**src/rtl/wb_store_ctrl.sv**
```systemverilog
// Write-back sequencer: counts stage-1 rows or PE_ELEMENTS stage-2 scalars and
// issues one registered store per completed row, stalling the PE pipe and yielding the DMEM port.
module wb_store_ctrl #(
    parameter int  PE_ELEMENTS     = 4,
    parameter int  DMEM_DEPTH      = 1024,
    parameter int  ROW_CNT_W       = 16,
    localparam int DRAM_ADDR_WIDTH = $clog2(DMEM_DEPTH / PE_ELEMENTS),
    localparam int ELEM_W          = $clog2(PE_ELEMENTS + 1)
) (
    input  logic                       clk,
    input  logic                       rstn,
    input  logic                       start,
    input  logic                       mode,
    input  logic [DRAM_ADDR_WIDTH-1:0] base_addr,
    input  logic [ROW_CNT_W-1:0]       num_rows,
    input  logic                       result_stage_1_valid,
    input  logic                       result_stage_2_valid,
    input  logic                       ld_req,
    output logic                       ld_gnt,
    output logic                       store_result,
    output logic [DRAM_ADDR_WIDTH-1:0] write_addr,
    output logic                       pipe_stall,
    output logic                       busy,
    output logic                       done,
    output logic                       err
);

    typedef enum logic [1:0] {IDLE, COLLECT, STORE, FIN} state_t;

    localparam logic             MODE_RED  = 1'b1;
    localparam logic [ELEM_W-1:0] ELEM_LAST = ELEM_W'(PE_ELEMENTS - 1);

    state_t                     state, state_nx;
    logic                       mode_q;
    logic [DRAM_ADDR_WIDTH-1:0] base_q;
    logic [ROW_CNT_W-1:0]       rows_q;
    logic [ROW_CNT_W-1:0]       row_cnt;
    logic [ELEM_W-1:0]          elem_cnt;

    logic take;      // start accepted this cycle
    logic elem_inc;  // stage-2 scalar counted this cycle
    logic err_cond;
    logic v1, v2, any_v, both_v;

    assign v1     = result_stage_1_valid;
    assign v2     = result_stage_2_valid;
    assign any_v  = v1 | v2;
    assign both_v = v1 & v2;

    // Store always owns the port; loads only lose the single store cycle.
    assign ld_gnt = ld_req & ~store_result;

    always_comb begin
        state_nx = state;
        take     = 1'b0;
        elem_inc = 1'b0;
        err_cond = 1'b0;
        case (state)
            IDLE: begin
                err_cond = any_v;
                if (start) begin
                    take     = 1'b1;
                    state_nx = (num_rows == '0) ? FIN : COLLECT;
                end
            end
            COLLECT: begin
                if (both_v) begin
                    err_cond = 1'b1;
                end else if (mode_q == MODE_RED) begin
                    if (v1) begin
                        err_cond = 1'b1;
                    end else if (v2) begin
                        elem_inc = 1'b1;
                        if (elem_cnt == ELEM_LAST) state_nx = STORE;
                    end
                end else begin
                    if (v2)      err_cond = 1'b1;
                    else if (v1) state_nx = STORE;
                end
            end
            STORE: begin
                // Anything arriving now is dropped by mem_stage.
                err_cond = any_v;
                state_nx = ((row_cnt + ROW_CNT_W'(1)) == rows_q) ? FIN : COLLECT;
            end
            FIN: begin
                err_cond = any_v;
                state_nx = IDLE;
            end
            default: state_nx = IDLE;
        endcase
    end

    always_ff @(posedge clk) begin
        if (!rstn) begin
            state        <= IDLE;
            mode_q       <= 1'b0;
            base_q       <= '0;
            rows_q       <= '0;
            row_cnt      <= '0;
            elem_cnt     <= '0;
            write_addr   <= '0;
            store_result <= 1'b0;
            pipe_stall   <= 1'b0;
            busy         <= 1'b0;
            done         <= 1'b0;
            err          <= 1'b0;
        end else begin
            state <= state_nx;
            if (take) begin
                mode_q   <= mode;
                base_q   <= base_addr;
                rows_q   <= num_rows;
                row_cnt  <= '0;
                elem_cnt <= '0;
            end
            if (elem_inc)
                elem_cnt <= (elem_cnt == ELEM_LAST) ? '0 : elem_cnt + ELEM_W'(1);
            // Address wraps naturally in DRAM_ADDR_WIDTH bits.
            if (state == COLLECT && state_nx == STORE)
                write_addr <= base_q + DRAM_ADDR_WIDTH'(row_cnt);
            if (state == STORE)
                row_cnt <= row_cnt + ROW_CNT_W'(1);
            err          <= (take ? 1'b0 : err) | err_cond;
            store_result <= (state_nx == STORE);
            pipe_stall   <= (state_nx == STORE);
            busy         <= (state_nx != IDLE);
            done         <= (state_nx == FIN);
        end
    end

endmodule

```
**config.mk**
```make
export PLATFORM = sky130hd
export DESIGN_NAME = wb_store_ctrl
export DESIGN_NICKNAME = d
export VERILOG_FILES = /design/src/rtl/wb_store_ctrl.sv
export SDC_FILE = /design/constraint.sdc
export NUM_CORES = 1
export LEC_CHECK = 0
export CAP_MARGIN = 20
export CORE_ASPECT_RATIO = 1.25
export CORE_UTILIZATION = 55
export CTS_CLUSTER_DIAMETER = 50
export DETAILED_ROUTE_END_ITERATION = 8
export DONT_BUFFER_PORTS = 1
export PLACE_DENSITY = 0.7
export SETUP_SLACK_MARGIN = 0.2
export SLEW_MARGIN = 25
export SYNTH_ARGS = -nofsm -noshare
export SYNTH_HDL_FRONTEND = slang
export SYNTH_SLANG_ARGS = --single-unit
```
**constraint.sdc**
```tcl
create_clock -name clk -period 3.7 [get_ports clk]
set_clock_uncertainty 0.1 [all_clocks]
set_input_delay 0.37 -clock clk [delete_from_list [all_inputs] [get_ports clk]]
set_output_delay 0.37 -clock clk [all_outputs]
set_load 0.03 [all_outputs]
```
== Word-level counts from Yosys, hierarchy flattened ==
Cells that the tools add are included.
Cells by class
  $add $sub $neg: 3
  equal/unequal tests: 7
  multiplexer cells: 28
  bitwise logic cells: 5
  reductions and logical operators: 7
Operators with widths (count)
  $mux 16: 2
  $mux 2: 10
  $add 16x1->16 const B: 1
  $eq 16x16->1: 1
  $logic_not 16->1: 1
  $mux 1: 11
  $mux 3: 3
  $add 8x8->8: 1
  $eq 2x2->1 const B: 4
  $pmux 2 s4: 1
  $reduce_bool 2->1: 3
  $add 3x1->3 const B: 1
  $eq 3x2->1 const B: 1
  $reduce_or 3->1: 1
  $and 1x1->1: 2
  $eq 2x1->1 const B: 1
  $logic_not 2->1: 1
  $or 1x1->1: 2
  $pmux 1 s2: 1
  $logic_and 1x1->1: 1
  $not 1->1: 1
Storage, ports and cells
  bits in registers: 58
  output and inout port bits: 14
  logic and storage cells: 61

== Depth between registers and ports, before layout ==
  depth in word-level cells: 9
  gate-level depth with buffers: 9
  depth with buffers taken out: 9

== Worst setup path before layout ==
Ideal clock, no wire load.
  path type: register to register
  from: register row_cnt[0]
  to: register done
  library setup time: 0.092 ns
  arrival time: 2.090 ns
  data required time: 3.508 ns
  slack: 1.417 ns
  stages on the path, launching flop included: 8
  period minus slack after synthesis: 2.283 ns
  cell sequence: dfxtp_1 > ha_1 > nand3_1 > nor4_1 > xnor2_1 > o2111ai_1 > or4_4 > o32ai_1
Between the ends
  word-level cells in the longest chain between the ends: 5
RTL lines
  start: declaration: RTL line 37  | logic [ROW_CNT_W-1:0] row_cnt;
  start signal: assignment: RTL line 123  | row_cnt <= row_cnt + ROW_CNT_W'(1);
  $add 16x1->16: RTL line 84  | state_nx = ((row_cnt + ROW_CNT_W'(1)) == rows_q) ? FIN : COLLECT;
  $eq 16x16->1: RTL line 84
  $mux 2: RTL line 84
  $pmux 2 s4: RTL line 58  | case (state)
  $eq 2x2->1: RTL line 128  | done <= (state_nx == FIN);
  end signal: assignment: RTL line 128
  end: declaration: RTL line 24  | output logic done,
Every way passes these cells.
A chain may end at the register's enable or synchronous reset.

== Worst setup path in the final report ==
Same ends and word-level chain as after synthesis.

==> results.sh <==
export IMPL_status="complete, no violations"
export IMPL_sw_frac_of_total=0.244
export IMPL_wl_per_cell_um=15.9
export IMPL_die_area_um2=6180
export IMPL_powerDensity_nw_per_um2=422
export IMPL_finalSetupTns_ns=0
export IMPL_synthAdderAreaFrac=0.0411
export IMPL_layout_min_cycle_time_ns=2.64
export IMPL_comb_power_share=0.077
export IMPL_yosysMostFrequentCell="nand2_1"
export IMPL_endpoint="done"
export IMPL_drv_slew=0
export IMPL_final_util=0.614
export IMPL_drt_iter0_drc=126
export IMPL_synth_common_cells="nand2_1 (78), dfxtp_1 (58), a21boi_0 (30)"
export IMPL_max_slew_margin=0.343
export IMPL_synth_top_family_by_area="simple AND/OR/NAND/NOR gates"
export IMPL_clock_sinks=58
export IMPL_synth_edff_count=0
export IMPL_worst_pin_slew_ns=0.985
export IMPL_die_h_um=87.6
export IMPL_p_seq_frac=0.469
export IMPL_clockBufferDepth=2
export IMPL_grt_use_total=0.251
export IMPL_drt_first_pass_iters=5
export IMPL_grt_pass1_vias=2564
export IMPL_gp_congestion=0.883
export IMPL_root_buffer="clkbuf_8"
export IMPL_hold_path_class="in -> reg"
export IMPL_synth_cell_area_um2=3230
export IMPL_initial_utilization=0.581
export IMPL_power_frac_clock=0.454
export IMPL_wl_um=7290
export IMPL_muxShareOfSynthArea=0.0155
export IMPL_yosys_area_share_simple=0.265
export IMPL_ys_ff_latch=58
export IMPL_vdd_drop_max_mv=0.234
export IMPL_synth_top_cell_by_area="dfxtp_1"
export IMPL_fp_dieW_um=70.5
export IMPL_rr_startpoint="row_cnt[0]"
export IMPL_cp_startpoint="row_cnt[0]"
export IMPL_insertedDiodeCount=0
export IMPL_grt_max_degree=61
export IMPL_crit_fanout=9
export IMPL_row_count=30
export IMPL_drv_cap=0
export IMPL_cp_required_ns=3.85
export IMPL_grt_ovfl_total=0
export IMPL_synth_compound_area_share=0.199
export IMPL_layout_nets=430
export IMPL_synth_seq_area_share=0.360
export IMPL_cts_made_buffers=9
export IMPL_holdBufCountCts=0
export IMPL_postCtsSetupRepairBufs=0
export IMPL_viasPerCell=5.90
export IMPL_whs_ns=0.0533
export IMPL_h_tree_depth=3
export IMPL_setup_viol=0
export IMPL_synth_distinct_cells=52
export IMPL_syn_mean_instance_area_um2=8.00
export IMPL_synthCells=403
export IMPL_finalHoldViolCount=0
export IMPL_cts_tree="done"
export IMPL_path_clk_slew_ns=0.07
export IMPL_async_flop_share=0
export IMPL_vias=2701
export IMPL_syn_num_nets=444
export IMPL_fin_area_um2=3410
export IMPL_yosysTopAreaCellShare=0.360
export IMPL_synth_xor_area_frac=0.0733
export IMPL_ant_nets=0
export IMPL_grt_pass1_wl_um=11900
export IMPL_antenna_found_initial=0
export IMPL_ys_warn_count=0
export IMPL_r2r_cells=7
export IMPL_p_int_w=0.00109
export IMPL_rsz0062_at_grt="false"
export IMPL_rr_endpoint="done"
export IMPL_drive_gt1_frac=0.0609
export IMPL_synth_flop_cell="dfxtp_1"
export IMPL_p_leak_nw=1.28
export IMPL_period_share=0.715
export IMPL_r2r_slack_ns=1.06
export IMPL_area_growth_pct=5.82
export IMPL_switching_power_w=0.000351
export IMPL_drcViolationCount=0
export IMPL_endpoint_kind="flip-flop"
export IMPL_cp_data_arrival_time_ns=2.79
export IMPL_crit_path_start_kind="flip-flop"
export IMPL_placed_area_um2=3190
export IMPL_ioPinCount=45
export IMPL_fill_cells=502
export IMPL_hpwl_um=5040
export IMPL_cts_resized=0
export IMPL_core_um2=5560
export IMPL_fmax_ghz=0.378
export IMPL_synth_area_leaders="dfxtp_1 (36%), nand2_1 (9.1%), a21boi_0 (7.0%)"
export IMPL_portBuffers=0
export IMPL_clock_latency_ns=0.34
export IMPL_path_class="reg -> reg"
## per-layer routing
layer,track usage,wire (um),up-vias,share of wire
li1,-,-,1366,-
met1,0.305,3270,1279,0.45
met2,0.421,3610,44,0.50
met3,0.0541,266,12,0.037
met4,0.126,138,0,0.019
met5,0,0,-,0
## cell families (layout without fill, tap and decap cells)
| kind of cell | after synthesis | in the layout |
|---|---|---|
| buffers and inverters | 34 | 25 |
| adders and majority gates | 10 | 10 |
| xor gates and xnor gates | 27 | 27 |
| AOI/OAI and AO/OA | 93 | 93 |
| and+or+nand+nor | 176 | 176 |
| DFF | 58 | 58 |
| muxes | 5 | 5 |
## worst max-delay path, cell delays in order (launching register included)
cell and delay, ns:
dfxtp_1 0.47, ha_1 0.28, nand3_1 0.30, nor4_1 0.39
xnor2_1 0.17, o2111ai_1 0.16, or4_4 0.55, o32ai_1 0.12
## power by group through the flow
stage | Clock (W) | Combinational [W] | Sequential [W]
final | 0.000654 | 0.000110 | 0.000675
after global routing | 0.000687 | 0.000127 | 0.000679
after CTS | 0.000668 | 0.000111 | 0.000676
after detailed placement | 0 | 0.000110 | 0.000690
after global placement | 0 | 0.000110 | 0.000690
after floorplan | 0 | 0.0000992 | 0.000682
## cell usage in the layout, fill, tap and decap left out, types with 4 or more instances in the layout
cell      count
nor4_1        7
nand2_1      77
nand3_1      14
nand2b_1      4
o211a_1       5
nor2_1       21
xnor2_1      16
dfxtp_1      58
clkbuf_8     10
inv_1         8
mux2i_1       5
o21ai_0      18
a21oi_1      13
xor2_1       11
nor2b_1      19
a21boi_0     30
nor3_1        9
a31oi_1       4
and2_1        7
ha_1          9
## final cells by class
| class | instances | area, um^2 | share of cell area |
|---|---|---|---|
| Clock buffer | 11 | 141 | 0.0414 |
| Clock inverter | 5 | 77.6 | 0.0227 |
| Inverter | 8 | 30.0 | 0.00880 |
| Multi-Input combinational cell | 311 | 1920 | 0.561 |
| Sequential cell | 58 | 1160 | 0.340 |
| Tap cell | 64 | 80.1 | 0.0235 |
| Timing Repair Buffer | 1 | 7.51 | 0.00220 |
## state kept, by name, summed over array words and instances, names as in the netlist, 2 cells and up
register    flops
state           2
row_cnt        16
elem_cnt        3
write_addr      8
base_q          8
rows_q         16
## stage by stage
step           total power (W)  cells  setup WS, ns
2_1_floorplan         0.000781    403          1.42
3_3_place_gp          0.000799    442          1.21
3_5_place_dp          0.000800    442          1.12
4_1_cts                0.00145    458          1.10
5_1_grt                0.00149    458         0.826
6_report               0.00144    458          1.06
## how the worst min path moves through the flow
| stage | start | slack [ns] | cells past startpoint | end |
|---|---|---|---|---|
| after floorplan | elem_cnt[2] | 0.32 | 2 | elem_cnt[2] |
| after global placement | elem_cnt[2] | 0.33 | 2 | elem_cnt[2] |
| after detailed placement | elem_cnt[2] | 0.34 | 2 | elem_cnt[2] |
| after CTS | rstn | 0.04 | 1 | row_cnt[2] |
| after global routing | rstn | 0.05 | 1 | row_cnt[4] |
| final | rstn | 0.05 | 1 | row_cnt[4] |
Note: power is estimated with default switching activity, not from simulation.
